$ cat src/rtl/imem_pkg.sv
// imem_pkg: shared types and constants for the synchronous instruction memory.
//   state_t   - controller state (CLEAR: self-zeroing after reset, RUN: serving traffic)
//   FLT_*     - fetch fault codes driven on fault_o
//   NOP_WORD  - word returned on a faulted fetch (sll $0,$0,0)
package imem_pkg;

  typedef enum logic {CLEAR, RUN} state_t;

  localparam logic [1:0] FLT_OK       = 2'b00;
  localparam logic [1:0] FLT_MISALIGN = 2'b01;
  localparam logic [1:0] FLT_RANGE    = 2'b10;

  localparam int NOP_WORD = 0;

endpackage

$ cat src/rtl/imem_ram_1r1w.sv
// imem_ram_1r1w: DEPTH x DATA_W word array, one registered read port and one
// write port. A read and write to the same word in one cycle returns the old
// data (read-first).
//   clk, rst          - clock, synchronous active-high reset (clears rd_data only)
//   rd_en, rd_addr    - read strobe / word index; rd_data valid after the edge
//   wr_en, wr_addr,
//   wr_data           - write strobe / word index / data
module imem_ram_1r1w #(
  parameter int DATA_W = 32,
  parameter int DEPTH  = 128,
  parameter int AW     = $clog2(DEPTH)
) (
  input  logic              clk,
  input  logic              rst,
  input  logic              rd_en,
  input  logic [AW-1:0]     rd_addr,
  output logic [DATA_W-1:0] rd_data,
  input  logic              wr_en,
  input  logic [AW-1:0]     wr_addr,
  input  logic [DATA_W-1:0] wr_data
);

  logic [DATA_W-1:0] mem [DEPTH];

  // Both ports update with non-blocking assignments on the same edge, so a
  // same-address read samples the pre-write contents.
  always_ff @(posedge clk) begin
    if (wr_en) mem[wr_addr] <= wr_data;
  end

  always_ff @(posedge clk) begin
    if (rst)        rd_data <= '0;
    else if (rd_en) rd_data <= mem[rd_addr];
  end

endmodule

$ cat src/rtl/imem_sync.sv
// imem_sync: synchronous instruction memory for the fetch stage.
// After reset the array is zeroed one word per cycle (CLEAR), then fetch and
// load traffic is accepted (RUN).
//   clk_i, rst_i        - clock, synchronous active-high reset
//   req_i, pc_addr_i    - fetch request / byte address
//   ready_o             - memory accepting traffic
//   rsp_valid_o,
//   instr_o, fault_o    - registered fetch response (1-cycle latency)
//   ld_we_i, ld_addr_i,
//   ld_data_i           - program-load word write
//   ld_err_o            - pulse: previous cycle's load was dropped
module imem_sync
  import imem_pkg::*;
#(
  parameter int DATA_W = 32,
  parameter int ADDR_W = 32,
  parameter int DEPTH  = 128
) (
  input  logic              clk_i,
  input  logic              rst_i,
  input  logic              req_i,
  input  logic [ADDR_W-1:0] pc_addr_i,
  output logic              ready_o,
  output logic              rsp_valid_o,
  output logic [DATA_W-1:0] instr_o,
  output logic [1:0]        fault_o,
  input  logic              ld_we_i,
  input  logic [ADDR_W-1:0] ld_addr_i,
  input  logic [DATA_W-1:0] ld_data_i,
  output logic              ld_err_o
);

  localparam int AW = $clog2(DEPTH);
  localparam logic [AW-1:0]     CNT_LAST  = AW'(DEPTH - 1);
  // Full-width index bound: addresses past the array fault instead of aliasing.
  localparam logic [ADDR_W-3:0] DEPTH_IDX = (ADDR_W-2)'(DEPTH);

  state_t            state;
  logic [AW-1:0]     cnt;
  logic [ADDR_W-3:0] f_idx, l_idx;
  logic [1:0]        f_flt;
  logic              ld_ok;
  logic              rd_en;
  logic              wr_en;
  logic [AW-1:0]     wr_addr;
  logic [DATA_W-1:0] wr_data;
  logic [DATA_W-1:0] rd_data;

  assign f_idx = pc_addr_i[ADDR_W-1:2];
  assign l_idx = ld_addr_i[ADDR_W-1:2];

  // Misaligned outranks out-of-range.
  always_comb begin
    f_flt = FLT_OK;
    if (pc_addr_i[1:0] != 2'b00)  f_flt = FLT_MISALIGN;
    else if (f_idx >= DEPTH_IDX)  f_flt = FLT_RANGE;
  end

  assign ld_ok = (ld_addr_i[1:0] == 2'b00) && (l_idx < DEPTH_IDX);

  // Faulted fetches skip the array; their data is masked at the output anyway.
  assign rd_en = (state == RUN) && req_i && (f_flt == FLT_OK);

  // Write port belongs to the clear counter in CLEAR, to the load port in RUN.
  always_comb begin
    wr_en   = 1'b0;
    wr_addr = l_idx[AW-1:0];
    wr_data = ld_data_i;
    if (state == CLEAR) begin
      wr_en   = 1'b1;
      wr_addr = cnt;
      wr_data = '0;
    end else begin
      wr_en   = ld_we_i && ld_ok;
    end
  end

  imem_ram_1r1w #(.DATA_W(DATA_W), .DEPTH(DEPTH), .AW(AW)) u_ram (
    .clk     (clk_i),
    .rst     (rst_i),
    .rd_en   (rd_en),
    .rd_addr (f_idx[AW-1:0]),
    .rd_data (rd_data),
    .wr_en   (wr_en),
    .wr_addr (wr_addr),
    .wr_data (wr_data)
  );

  // rd_data and fault_o both hold when no request is taken, so instr_o holds too.
  assign instr_o = (fault_o == FLT_OK) ? rd_data : DATA_W'(NOP_WORD);

  always_ff @(posedge clk_i) begin
    if (rst_i) begin
      state       <= CLEAR;
      cnt         <= '0;
      ready_o     <= 1'b0;
      rsp_valid_o <= 1'b0;
      fault_o     <= FLT_OK;
      ld_err_o    <= 1'b0;
    end else begin
      case (state)
        CLEAR: begin
          rsp_valid_o <= 1'b0;
          ld_err_o    <= 1'b0;
          cnt         <= cnt + 1'b1;
          if (cnt == CNT_LAST) begin
            state   <= RUN;
            ready_o <= 1'b1;
          end
        end
        RUN: begin
          rsp_valid_o <= req_i;
          if (req_i) fault_o <= f_flt;
          ld_err_o    <= ld_we_i && !ld_ok;
        end
        default: state <= CLEAR;
      endcase
    end
  end

endmodule

$ cat config.mk
export PLATFORM = sky130hd
export DESIGN_NAME = imem_sync
export DESIGN_NICKNAME = d
export VERILOG_FILES = /design/src/rtl/imem_pkg.sv /design/src/rtl/imem_ram_1r1w.sv /design/src/rtl/imem_sync.sv
export SDC_FILE = /design/constraint.sdc
export NUM_CORES = 2
export LEC_CHECK = 0
export CORE_ASPECT_RATIO = 0.8
export CORE_UTILIZATION = 25
export DETAILED_ROUTE_END_ITERATION = 16
export GPL_TIMING_DRIVEN = 0
export PLACE_DENSITY = 0.47
export SYNTH_ARGS = -nofsm -noshare
export SYNTH_HDL_FRONTEND = slang
export SYNTH_SLANG_ARGS = --single-unit
$ cat constraint.sdc
create_clock -name clk_i -period 3.7 [get_ports clk_i]
set_input_delay 0.37 -clock clk_i [delete_from_list [all_inputs] [get_ports clk_i]]
set_output_delay 0.37 -clock clk_i [all_outputs]
set_load 0.01 [all_outputs]
==> impl_metrics.py <==
metrics = {
    "clock_tree": {
        "cts-root-buf": "clkbuf_16",
        "path_clk_slew_ps": 70,
        "cts_tree": "built",
        "cts_sinks": 4141,
        "h-tree-depth": 5,
        "clockBufferDepth": 4,
        "numCtsBuffers": 413,
        "clk_latency_ps": 1070,
    },
    "critical_path": {
        "cp_common_cell": "clkbuf_2",
        "cp.required_ps": 4680,
        "r2r-start": "state$_SDFF_PP0_",
        "crit_family": "buffers and inverters",
        "path_max_fanout": 12,
        "cp_cell_sequence": "buf_4, clkbuf_2, and2_1, clkbuf_2, clkbuf_2, a22oi_1, a21oi_1, o2111ai_1, o221ai_1",
        "arrival_ps": 4880,
        "cp_slowest_cell": "a21oi_1",
        "path_buf_inv": 4,
        "start_kind": "input port",
        "cp_slowest_stage_delay_ps": 1020,
        "criticalPathCategory": "in -> reg",
        "cp-startpoint": "pc_addr_i[5]",
        "crit_path_end_kind": "flop",
    },
    "sta": {
        "finalWorstSetupSlack_ps": -207,
        "maxSlewViolCount": 24,
        "relSlewSlack_pct": -4.43,
        "max_freq_mhz": 256,
        "setup-violations-final": 15,
        "tns_ps": -1030,
        "fin_skew_ps": 130,
        "hold_viol_final": 0,
        "whs_ps": 146,
        "final.min_clock_period_ps": 3910,
        "worst_slew_pin_slew_ps": 1570,
        "finalCritPeriodShare_pct": 106,
    },
    "route": {
        "ant_nets": 0,
        "drtIter0Drc": 15857,
        "post_drt_wl_per_cell_microns": 39.1,
        "routed_wl_microns": 669000,
        "drc": 0,
        "num_vias": 89597,
        "avgViaCountPerCell": 5.23,
        "drtPass1Iterations": 6,
    },
    "flow_run": {
        "drv_cap": 3,
    },
    "synthesis": {
        "ys_warn_count": 0,
        "synth_edf_count": 4096,
        "async_reset_ff_share_pct": 0,
        "ys.flop_type": "edfxtp_1",
        "avgSynthCellArea_sq_um": 21.7,
        "syn-cell-area_sq_mm": 0.159,
        "netlist_instances": 7323,
        "ys_types": 70,
        "ys_seq_area_share_pct": 78.1,
        "synth_seq_cells": 4141,
        "syn_nets": 7424,
    },
    "place": {
        "port_buffers": 134,
        "hpwlAfterDp_microns": 473000,
        "dp_cells": 16114,
        "dpl-instance-area_sq_mm": 0.177,
        "gp_congestion": 0.933,
    },
    "die": {
        "die_h_microns": 714,
        "die_x_microns": 892,
        "ios": 137,
        "placementRows": 261,
        "die_area_sq_mm": 0.638,
        "initial_core_util_pct": 25.1,
        "core-area_sq_mm": 0.632,
    },
    "cells_and_area": {
        "multiInputGateArea_sq_mm": 0.0341,
        "final_util_pct": 30.7,
        "fin_area_sq_mm": 0.194,
        "final_cells": 17116,
        "area_growth_pct": 22.2,
        "final_nets": 8429,
        "final_layout_size_suffix_gt1_share_pct": 28.6,
        "nFillCells": 60503,
        "regArea_sq_mm": 0.124,
    },
    "hold_path": {
        "hold_path_class": "in -> reg",
        "min_from": "ld_data_i[26]",
    },
    "grt": {
        "first_global_vias": 84359,
        "grt_pass1_wl_microns": 849000,
        "grt_max_degree": 89,
        "overflow": 0,
        "antenna_found_initial": 88,
        "grt_use_total_pct": 20.2,
    },
    "pwr": {
        "powerDensity_mw_per_mm2": 508,
        "peakVddDrop_mv": 0.445,
        "p_leak_nw": 62.4,
    },
    "outcome": {
        "violations": "capacitance limit, slew limit, setup timing",
        "outcome": "complete, but fails checks",
    },
}
## worst paths after layout
check | endpoint | slack, ps | cells after the start
setup / recovery | u_ram.rd_data[1]$_SDFFE_PP0P_ | -210 | 9
hold / removal | u_ram.mem[54][26]$_DFFE_PP_ | 150 | 2
setup reg to reg | u_ram.mem[3][14]$_DFFE_PP_ | 20 | 6
hold reg to reg | u_ram.rd_data[11]$_SDFFE_PP0P_ | 460 | 2
## metal layers
layer / GRT usage [%] / vias to the layer above / routed length (microns) / share of wire, %
li1: - / 33191 / - / -
met1: 27.0 / 48802 / 258000 / 39
met2: 28.7 / 6384 / 278000 / 42
met3: 7.79 / 1196 / 95100 / 14
met4: 9.26 / 24 / 36900 / 5.5
met5: 0.631 / - / 730 / 0.11
## report_power, final
part | switching (W) | internal [W] | leakage [nW]
sequential | 0.0000331 | 0.0509 | 39.6
combinational | 0.00376 | 0.00162 | 16.4
clock | 0.0191 | 0.0231 | 6.42
total | 0.0229 | 0.0756 | 62.4
## cell type report
class | instances | share of cell area [%]
diodes | 27 | 0.0349
plain buffers | 416 | 1.47
clock buffers | 524 | 5.59
clock inverters | 236 | 1.32
inverters | 15 | 0.0310
multi-input cells | 2757 | 17.6
flip-flops and latches | 4141 | 63.9
well taps | 8416 | 5.43
repair buffers | 584 | 4.61
## synthesized netlist by cell type (70+ instances only)
master,n,share of area (%)
a21oi_1,108,0.34
a22oi_1,300,1.4
and2_1,70,0.28
buf_2,156,0.49
clkbuf_1,146,0.35
edfxtp_1,4096,78
mux2i_1,463,2.9
mux4_2,812,12
nand2_1,130,0.31
nand3_1,76,0.24
nor2_1,180,0.43
o22ai_1,122,0.48
## logic make-up after synthesis
kind of cell               after synthesis  synth area share [%]
and+or+nand+nor                        599                  1.82
buffers and inverters                  433                  1.54
xor gates and xnor gates                 5                0.0276
AOI/OAI and AO/OA                      849                  3.77
adders and majority gates                1               0.00789
muxes                                 1295                  14.7
DFF                                   4141                  78.1
## metrics by stage
stage               total power (W)  setup slack [ps]
detailed placement           0.0569             -3020
floorplan                    0.0542               145
global placement             0.0568             -5300
global route                  0.100            -0.233
CTS                          0.0985              -133
finish                       0.0985              -207
## sequential cells by signal, summed over array words and instances, names as in the netlist
register	count
cnt	7
fault_o	2
ld_err_o	1
ready_o	1
rsp_valid_o	1
state	1
u_ram.mem	4096
u_ram.rd_data	32
## placed cells by master, fill, tap and decap left out, types with 70 or more instances in the layout
master / n
clkbuf_1: 185
buf_4: 245
mux2i_1: 462
o22ai_1: 119
buf_2: 84
buf_12: 223
mux4_2: 812
nor2_4: 129
nand2_1: 120
buf_16: 72
clkbuf_16: 415
clkdlybuf4s50_1: 131
clkinv_1: 75
edfxtp_1: 4096
nand3_1: 70
a22oi_1: 294
a21oi_1: 84
## what timing repair did
item | in CTS | in global routing
hold endpoints to repair | 2 | 0
cloned | 5 | 3
gates resized for setup | 258 | 79
setup buffers | 145 | 62
pin swaps | 95 | 36
endpoints found under the setup margin | 6859 | 1264
hold buffers | 1 | 0
## worst register-to-register path, cell delays in order, from the launching register on
cell and delay, ps:
dfxtp_2 470, buf_2 380, clkbuf_2 320, clkbuf_8 300, clkbuf_4 470, and2_4 860
buf_16 430
Power figures use the tool's default switching activity.
